[src/rtl/mac_lanes.sv]
// Broadcast multiply-accumulate lane array: result[i] = (addend[i] +/- a*b[i]) mod 2^LOG_Q,
// with the addend taken from c[i] or from a per-lane accumulator, over a fixed-latency pipeline.
module mac_lanes #(
  parameter int LANES       = 4,
  parameter int DW          = 16,
  parameter int LOG_Q       = 15,
  parameter int PIPE_STAGES = 2,
  parameter int TAG_W       = 12
) (
  input  logic                  clk,
  input  logic                  rst,
  input  logic                  en,
  input  logic                  mode,
  input  logic                  signal,
  input  logic                  clr,
  input  logic [DW-1:0]         a,
  input  logic [LANES*DW-1:0]   b,
  input  logic [LANES*DW-1:0]   c,
  input  logic [TAG_W-1:0]      tag_in,
  output logic                  valid,
  output logic [LANES*DW-1:0]   result,
  output logic [TAG_W-1:0]      tag_out
);

  // Handshake: en qualifies the inputs of the cycle it is high in; there is no ready,
  // the pipeline always advances, and valid pulses for exactly one cycle per accepted op,
  // PIPE_STAGES cycles after its en cycle.

  localparam int W = LANES * DW;
  localparam logic [DW-1:0] Q_MASK = DW'((64'd1 << LOG_Q) - 64'd1);

  logic [W-1:0] in_prod;

  always_comb begin
    in_prod = '0;
    for (int i = 0; i < LANES; i++) begin
      in_prod[i*DW +: DW] = a * b[i*DW +: DW];
    end
  end

  logic             fin_valid;
  logic             fin_mode;
  logic             fin_signal;
  logic [W-1:0]     fin_prod;
  logic [W-1:0]     fin_c;
  logic [TAG_W-1:0] fin_tag;

  if (PIPE_STAGES == 1) begin : g_direct
    assign fin_valid  = en;
    assign fin_mode   = mode;
    assign fin_signal = signal;
    assign fin_prod   = in_prod;
    assign fin_c      = c;
    assign fin_tag    = tag_in;
  end else begin : g_pipe
    localparam int NREG = PIPE_STAGES - 1;

    logic [NREG-1:0]  v_q;
    logic [NREG-1:0]  mode_q;
    logic [NREG-1:0]  sig_q;
    logic [W-1:0]     prod_q [NREG];
    logic [W-1:0]     c_q    [NREG];
    logic [TAG_W-1:0] tag_q  [NREG];

    always_ff @(posedge clk or posedge rst) begin
      if (rst) begin
        v_q    <= '0;
        mode_q <= '0;
        sig_q  <= '0;
        for (int s = 0; s < NREG; s++) begin
          prod_q[s] <= '0;
          c_q[s]    <= '0;
          tag_q[s]  <= '0;
        end
      end else begin
        v_q[0]    <= en;
        mode_q[0] <= mode;
        sig_q[0]  <= signal;
        prod_q[0] <= in_prod;
        c_q[0]    <= c;
        tag_q[0]  <= tag_in;
        for (int s = 1; s < NREG; s++) begin
          v_q[s]    <= v_q[s-1];
          mode_q[s] <= mode_q[s-1];
          sig_q[s]  <= sig_q[s-1];
          prod_q[s] <= prod_q[s-1];
          c_q[s]    <= c_q[s-1];
          tag_q[s]  <= tag_q[s-1];
        end
      end
    end

    assign fin_valid  = v_q[NREG-1];
    assign fin_mode   = mode_q[NREG-1];
    assign fin_signal = sig_q[NREG-1];
    assign fin_prod   = prod_q[NREG-1];
    assign fin_c      = c_q[NREG-1];
    assign fin_tag    = tag_q[NREG-1];
  end

  logic [DW-1:0] acc [LANES];
  logic [W-1:0]  sum;

  // The add reads the live accumulator, so chained mode=1 ops see each other's results;
  // a concurrent clr forces the accumulator addend to zero.
  always_comb begin
    logic [DW-1:0] addend;
    logic [DW-1:0] raw;
    sum = '0;
    for (int i = 0; i < LANES; i++) begin
      addend = '0;
      raw    = '0;
      if (fin_mode) addend = clr ? '0 : acc[i];
      else          addend = fin_c[i*DW +: DW];
      if (fin_signal) raw = addend - fin_prod[i*DW +: DW];
      else            raw = addend + fin_prod[i*DW +: DW];
      sum[i*DW +: DW] = raw & Q_MASK;
    end
  end

  always_ff @(posedge clk or posedge rst) begin
    if (rst) begin
      for (int i = 0; i < LANES; i++) acc[i] <= '0;
    end else if (fin_valid && fin_mode) begin
      for (int i = 0; i < LANES; i++) acc[i] <= sum[i*DW +: DW];
    end else if (clr) begin
      for (int i = 0; i < LANES; i++) acc[i] <= '0;
    end
  end

  always_ff @(posedge clk or posedge rst) begin
    if (rst) begin
      valid   <= 1'b0;
      result  <= '0;
      tag_out <= '0;
    end else begin
      valid <= fin_valid;
      if (fin_valid) begin
        result  <= sum;
        tag_out <= fin_tag;
      end
    end
  end

endmodule

[config.mk]
export PLATFORM = sky130hd
export DESIGN_NAME = mac_lanes
export DESIGN_NICKNAME = d
export VERILOG_FILES = /design/src/rtl/mac_lanes.sv
export SDC_FILE = /design/constraint.sdc
export NUM_CORES = 2
export LEC_CHECK = 0
export ABC_CLOCK_PERIOD_IN_PS = 9400
export CORE_UTILIZATION = 45
export CTS_BUF_LIST = sky130_fd_sc_hd__clkbuf_8
export DETAILED_ROUTE_END_ITERATION = 6
export GPL_ROUTABILITY_DRIVEN = 0
export GPL_TIMING_DRIVEN = 0
export PLACE_DENSITY = 0.64
export SYNTH_ARGS = -nofsm -noshare
export SYNTH_HDL_FRONTEND = slang
export SYNTH_SLANG_ARGS = --single-unit
[constraint.sdc]
create_clock -name clk -period 9.4 [get_ports clk]
set_input_delay 1.88 -clock clk [delete_from_list [all_inputs] [get_ports clk]]
set_output_delay 1.88 -clock clk [all_outputs]
set_load 0.02 [all_outputs]
== After elaboration in Yosys (flattened, before gate mapping) ==
Index checks and enable logic that the tools add are counted.

* Input port bits: 162
* Register bits: 274
* Logic and storage cells: 41
* Output and inout bits: 77

* Add/sub/neg operators: 8
* Reductions and logical operators: 2
* Multipliers: 4
* Mux-type cells: 14

{| class="wikitable"
|+ Operators by type and width
! operator !! number
|-
| $mux W15 || 12
|-
| $mux W63 || 2
|-
| $add A15 B15 Y15 || 4
|-
| $sub A15 B15 Y15 || 4
|-
| $mul A16 B16 Y16 || 3
|-
| $mul A16 B16 Y15 || 1
|-
| $reduce_bool A2 Y1 || 1
|-
| $logic_and A1 B1 Y1 || 1
|}

== Longest topological paths before layout ==
* Word-level depth: 5
* Gate-level depth with buffers: 22
* Gate-level depth less buffers: 20

== Worst setup path before layout ==
Ideal clock, no wire load.

* Kind: input -> register
* Start: input a[8]
* End: register g_pipe.prod_q (netlist bit fin_prod[61])
* Data required time: 9.320 ns
* Buffers on the path: 2
* Setup time: 0.080 ns
* Arrival: 6.610 ns
* Stages: 20
* Slack: 2.710 ns
* Path through: clkbuf_1 > clkbuf_1 > and2_1 > fa_1 > inv_1 > fa_1 > inv_1 > fa_1 > inv_1 > fa_1 > inv_1 > fa_1 > inv_1 > fa_1 > inv_1 > ha_1 > a2111oi_0 > o31ai_1 > a21oi_1 > xnor2_1

* Word-level cells in the longest chain between the ends: 1

{| class="wikitable"
|+ RTL lines
! item !! RTL line !! text
|-
| from (decl) || 16 || <nowiki>input logic [DW-1:0] a,</nowiki>
|-
| $mul A16 B16 Y15 || 37 || <nowiki>in_prod[i*DW +: DW] = a * b[i*DW +: DW];</nowiki>
|-
| named net in_prod[61] || 32 || <nowiki>logic [W-1:0] in_prod;</nowiki>
|-
| to (signal, indexed assignment) || 86 || <nowiki>prod_q[s] <= prod_q[s-1];</nowiki>
|-
| to (decl) || 61 || <nowiki>logic [W-1:0] prod_q [NREG];</nowiki>
|}

The timed path passes the listed nets, and every way through them passes these cells.
A chain may end at the register's enable or synchronous reset.

== Final worst setup path ==
* Start: input a[7]
* End: register g_pipe.prod_q (netlist bit fin_prod[62])

The elaborated chain is that of the path after synthesis.

==> results.md <==
* Outcome: complete, but fails checks
* Violated checks: design-rule violations
* Synth Flop Type: dfrtp_1
* Worst reg2reg path depth at 14
* Setup Fix Bufs, Post-CTS at 0
* Required @ worst endpoint at between 9000 and 10,000 ps
* Synthesis-to-finish area growth at 15.6%
* Post-CTS Hold Buffers at 0
* First-pass GRT wire length at between 100 and 150 mm
* HP Class: reg -> reg
* Post-Route Skew at around 27 ps
* Crit path DAT at roughly 8400 ps
* Drt total wl at between 70 and 80 mm
* Avg WL per Cell at between 15 and 20 µm
* Worst Tran Pin Value at between 1000 and 1500 ps
* Port Buffers at 220
* Yosys reg bits at approximately 270
* Critical path launch point: a[7]
* Yosys warns at 0
* Initial Utilization at a little under half
* Yosys cell types at 65
* Syn Area/Cell at ~9.5 µm²
* Async SR Flop Fraction at between 90% and 100%
* Fin Setup TNS at 0 ps
* Slew margin rel. at around a quarter
* Placed Cells at 3,838
* Number of enable flip-flop cells after synthesis at 0
* Final nets at 3,786
* Pre-CTS WS at around 940 ps
* Final WS setup at around 1400 ps
* Iteration count of the initial detailed-routing pass at 7
* Crit share post-route at 84.6%
* Hold Path Depth at 0
* Antenna-violating nets left at 0
* R2R Setup Slk at ~4700 ps
* GR Util met2 at 42.5%
* CTS Root Cell: clkbuf_8
* Vias post-DR at approximately 21,000
* Post-Syn Area at 27,000 µm²
* Vias in the first global route at approximately 22,000
* Clock latency on the worst-skew pair at 590 ps
* GRT busiest layer: met2
* Most common cell after layout, fill and taps aside: inv_1
* Maximum vdd ir drop at around 0.22 mV
* H-tree Lvls at 2
* Maximum clock rate at 126 MHz
* Hold Slack at around 380 ps
* GR Util met1 at about a third
* Fin. max-slew vios at 0
* Clock Tree Buf Depth at 3
* Via/cell ratio at 5.28
* Share of cells above drive strength 1 at ~6.7%
* Register area share after synthesis at ~25%
* Classification of the worst setup path: in -> reg
* Width of the chip at around 250 µm
* Min Clock Period, post-route at approximately 8000 ps
* Initial drt markers at ~1,400
* RR Startpoint: fin_mode
* Final instance count without filler cells at between 3,000 and 4,000
* Worst setup EP type: flip-flop
* Final Hold Viols at 0
* Max Cap Viol at 0
* Met3 Usage GRT at under 10%
* Most frequent cells in the layout: inv_1, nand2_1, fa_1, dfrtp_1, and2_1
* DRC violations left at 91
* Row Count at 89
* Total CTS buffers at between 40 and 50
* Cells after Synth at about 2,800
* Leak pwr at 14.8 nW
* RSZ-0062 raised after global routing: false
* Post-DP HPWL at around 61 mm
* GR Overflow Total at 0
* Largest net degree at the start of global routing at about 130
* Clk pin slew, worst setup/hold paths at 60 ps
* Core area at just under 60,000 µm²
* CTS sink cnt at around 270
* Final core utilization at 52.7%
* PostCTS Resize Cnt at 0
* Critical path endpoint: fin_prod[62]
* Crit path max fanout at 10
* Endpoints failing setup at 0
* P per Cell Area at a little under 300 nW/µm²
* Global Route Usage Sum at 25.7%
* TritonCTS clock tree: built
* Worst setup SP type: input port
* Reg-to-reg endpoint: result[26]
* Initial antenna violation count at 1
* DIE HEIGHT at approximately 250 µm
* Top-Level Pins at ~240
* Die area at 60,900 µm²
[Yosys cell counts, types with 3 or more instances]
| master | count | area share [%] |
|---|---|---|
| buf_4 | 4 | 0.11 |
| o21ai_0 | 46 | 0.85 |
| nand2_1 | 322 | 4.5 |
| and2_1 | 264 | 6.1 |
| o31ai_1 | 13 | 0.36 |
| clkbuf_1 | 107 | 1.5 |
| nor2_1 | 91 | 1.3 |
| nor4_1 | 6 | 0.14 |
| a41oi_1 | 4 | 0.13 |
| a21o_1 | 23 | 0.64 |
| inv_1 | 421 | 5.9 |
| nor3_1 | 36 | 0.67 |
| nand3_1 | 25 | 0.46 |
| fa_1 | 276 | 20 |
| o21bai_1 | 6 | 0.17 |
| nand4_1 | 5 | 0.12 |
| dfrtp_1 | 268 | 25 |
| buf_2 | 4 | 0.074 |
| a21oi_1 | 81 | 1.5 |
| a211oi_1 | 5 | 0.14 |
| nand2b_1 | 16 | 0.37 |
| and3_1 | 4 | 0.093 |
| a311oi_1 | 4 | 0.13 |
| xor2_1 | 43 | 1.4 |
| nor3b_1 | 11 | 0.31 |
| buf_1 | 10 | 0.14 |
| a211o_1 | 6 | 0.19 |
| nand3b_1 | 3 | 0.084 |
| a2111o_1 | 3 | 0.13 |
| xnor2_1 | 202 | 6.6 |
| o21a_1 | 12 | 0.33 |
| a31o_2 | 22 | 0.71 |
| mux2i_1 | 21 | 0.78 |
| or4_1 | 4 | 0.11 |
| or2_2 | 4 | 0.093 |
| nor2b_1 | 69 | 1.6 |
| a221oi_1 | 6 | 0.19 |
| a31oi_1 | 20 | 0.46 |
| mux2_2 | 95 | 4.0 |
| ha_1 | 240 | 11 |
[worst min path at each step]
stage                    from  endpoint  slack, ps
detailed placement  fin_valid     valid        360
global route        fin_valid     valid        400
finish              fin_valid     valid        380
CTS                 fin_valid     valid        380
global placement    fin_valid     valid        360
floorplan           fin_valid     valid        350
[cells by family after synthesis]
family | Yosys count | share of synthesized area (%)
compound gates | 275 | 6.78
fa+ha+maj | 516 | 31.6
buf+inv | 547 | 7.69
other cells | 1 | 0.0139
xor+xnor | 245 | 7.96
simple gates | 872 | 16.3
mux | 116 | 4.75
flops | 268 | 24.9
[per-layer routing]
metal	up-vias	part of all wire, %	wire (µm)
met1	10200	42	32200
li1	9495	-	-
met2	792	47	35800
met5	-	0	0
met4	0	3.7	2830
met3	169	7.8	5950
[cell type report]
cell class / instances / area, µm²
Timing Repair Buffer: 222 / 2260
Clock buffer: 47 / 647
Buffer: 125 / 489
Antenna cell: 1 / 2.50
Fill cell: 5352 / 28000
Clock inverter: 27 / 308
Inverter: 422 / 1590
Sequential cell: 268 / 6710
Tap cell: 773 / 967
Multi-Input combinational cell: 2028 / 18200
[power breakdown]
group | total, mW | switching (mW) | internal (mW)
combinational | 6.20 | 3.44 | 2.76
clock | 1.14 | 0.482 | 0.654
sequential | 1.78 | 0.223 | 1.56
total | 9.11 | 4.14 | 4.97
[per-stage QoR]
stage,power (mW),area (µm²)
6_report,9.11,31200
2_1_floorplan,6.19,27000
4_1_cts,9.13,31200
5_1_grt,9.94,31200
3_3_place_gp,7.77,30100
3_5_place_dp,7.94,30200
[critical path, stage by stage]
cell             delay, ps
clkdlybuf4s50_1        690
clkbuf_1               690
clkbuf_1               630
nand2_1                180
fa_1                   570
inv_1                   50
fa_1                   490
inv_1                   60
fa_1                   490
fa_1                   490
inv_1                   50
fa_1                   470
inv_1                   50
fa_1                   380
xnor2_1                190
xnor2_1                150
xnor2_1                160
xnor2_1                110
xnor2_1                440
xnor2_1                160
[state kept, by name, summed over array words and instances (netlist names), 12 cells and up]
name      count
fin_prod     60
fin_c        60
acc          60
result       60
tag_out      12
fin_tag      12
(Power assumes the default switching activity.)
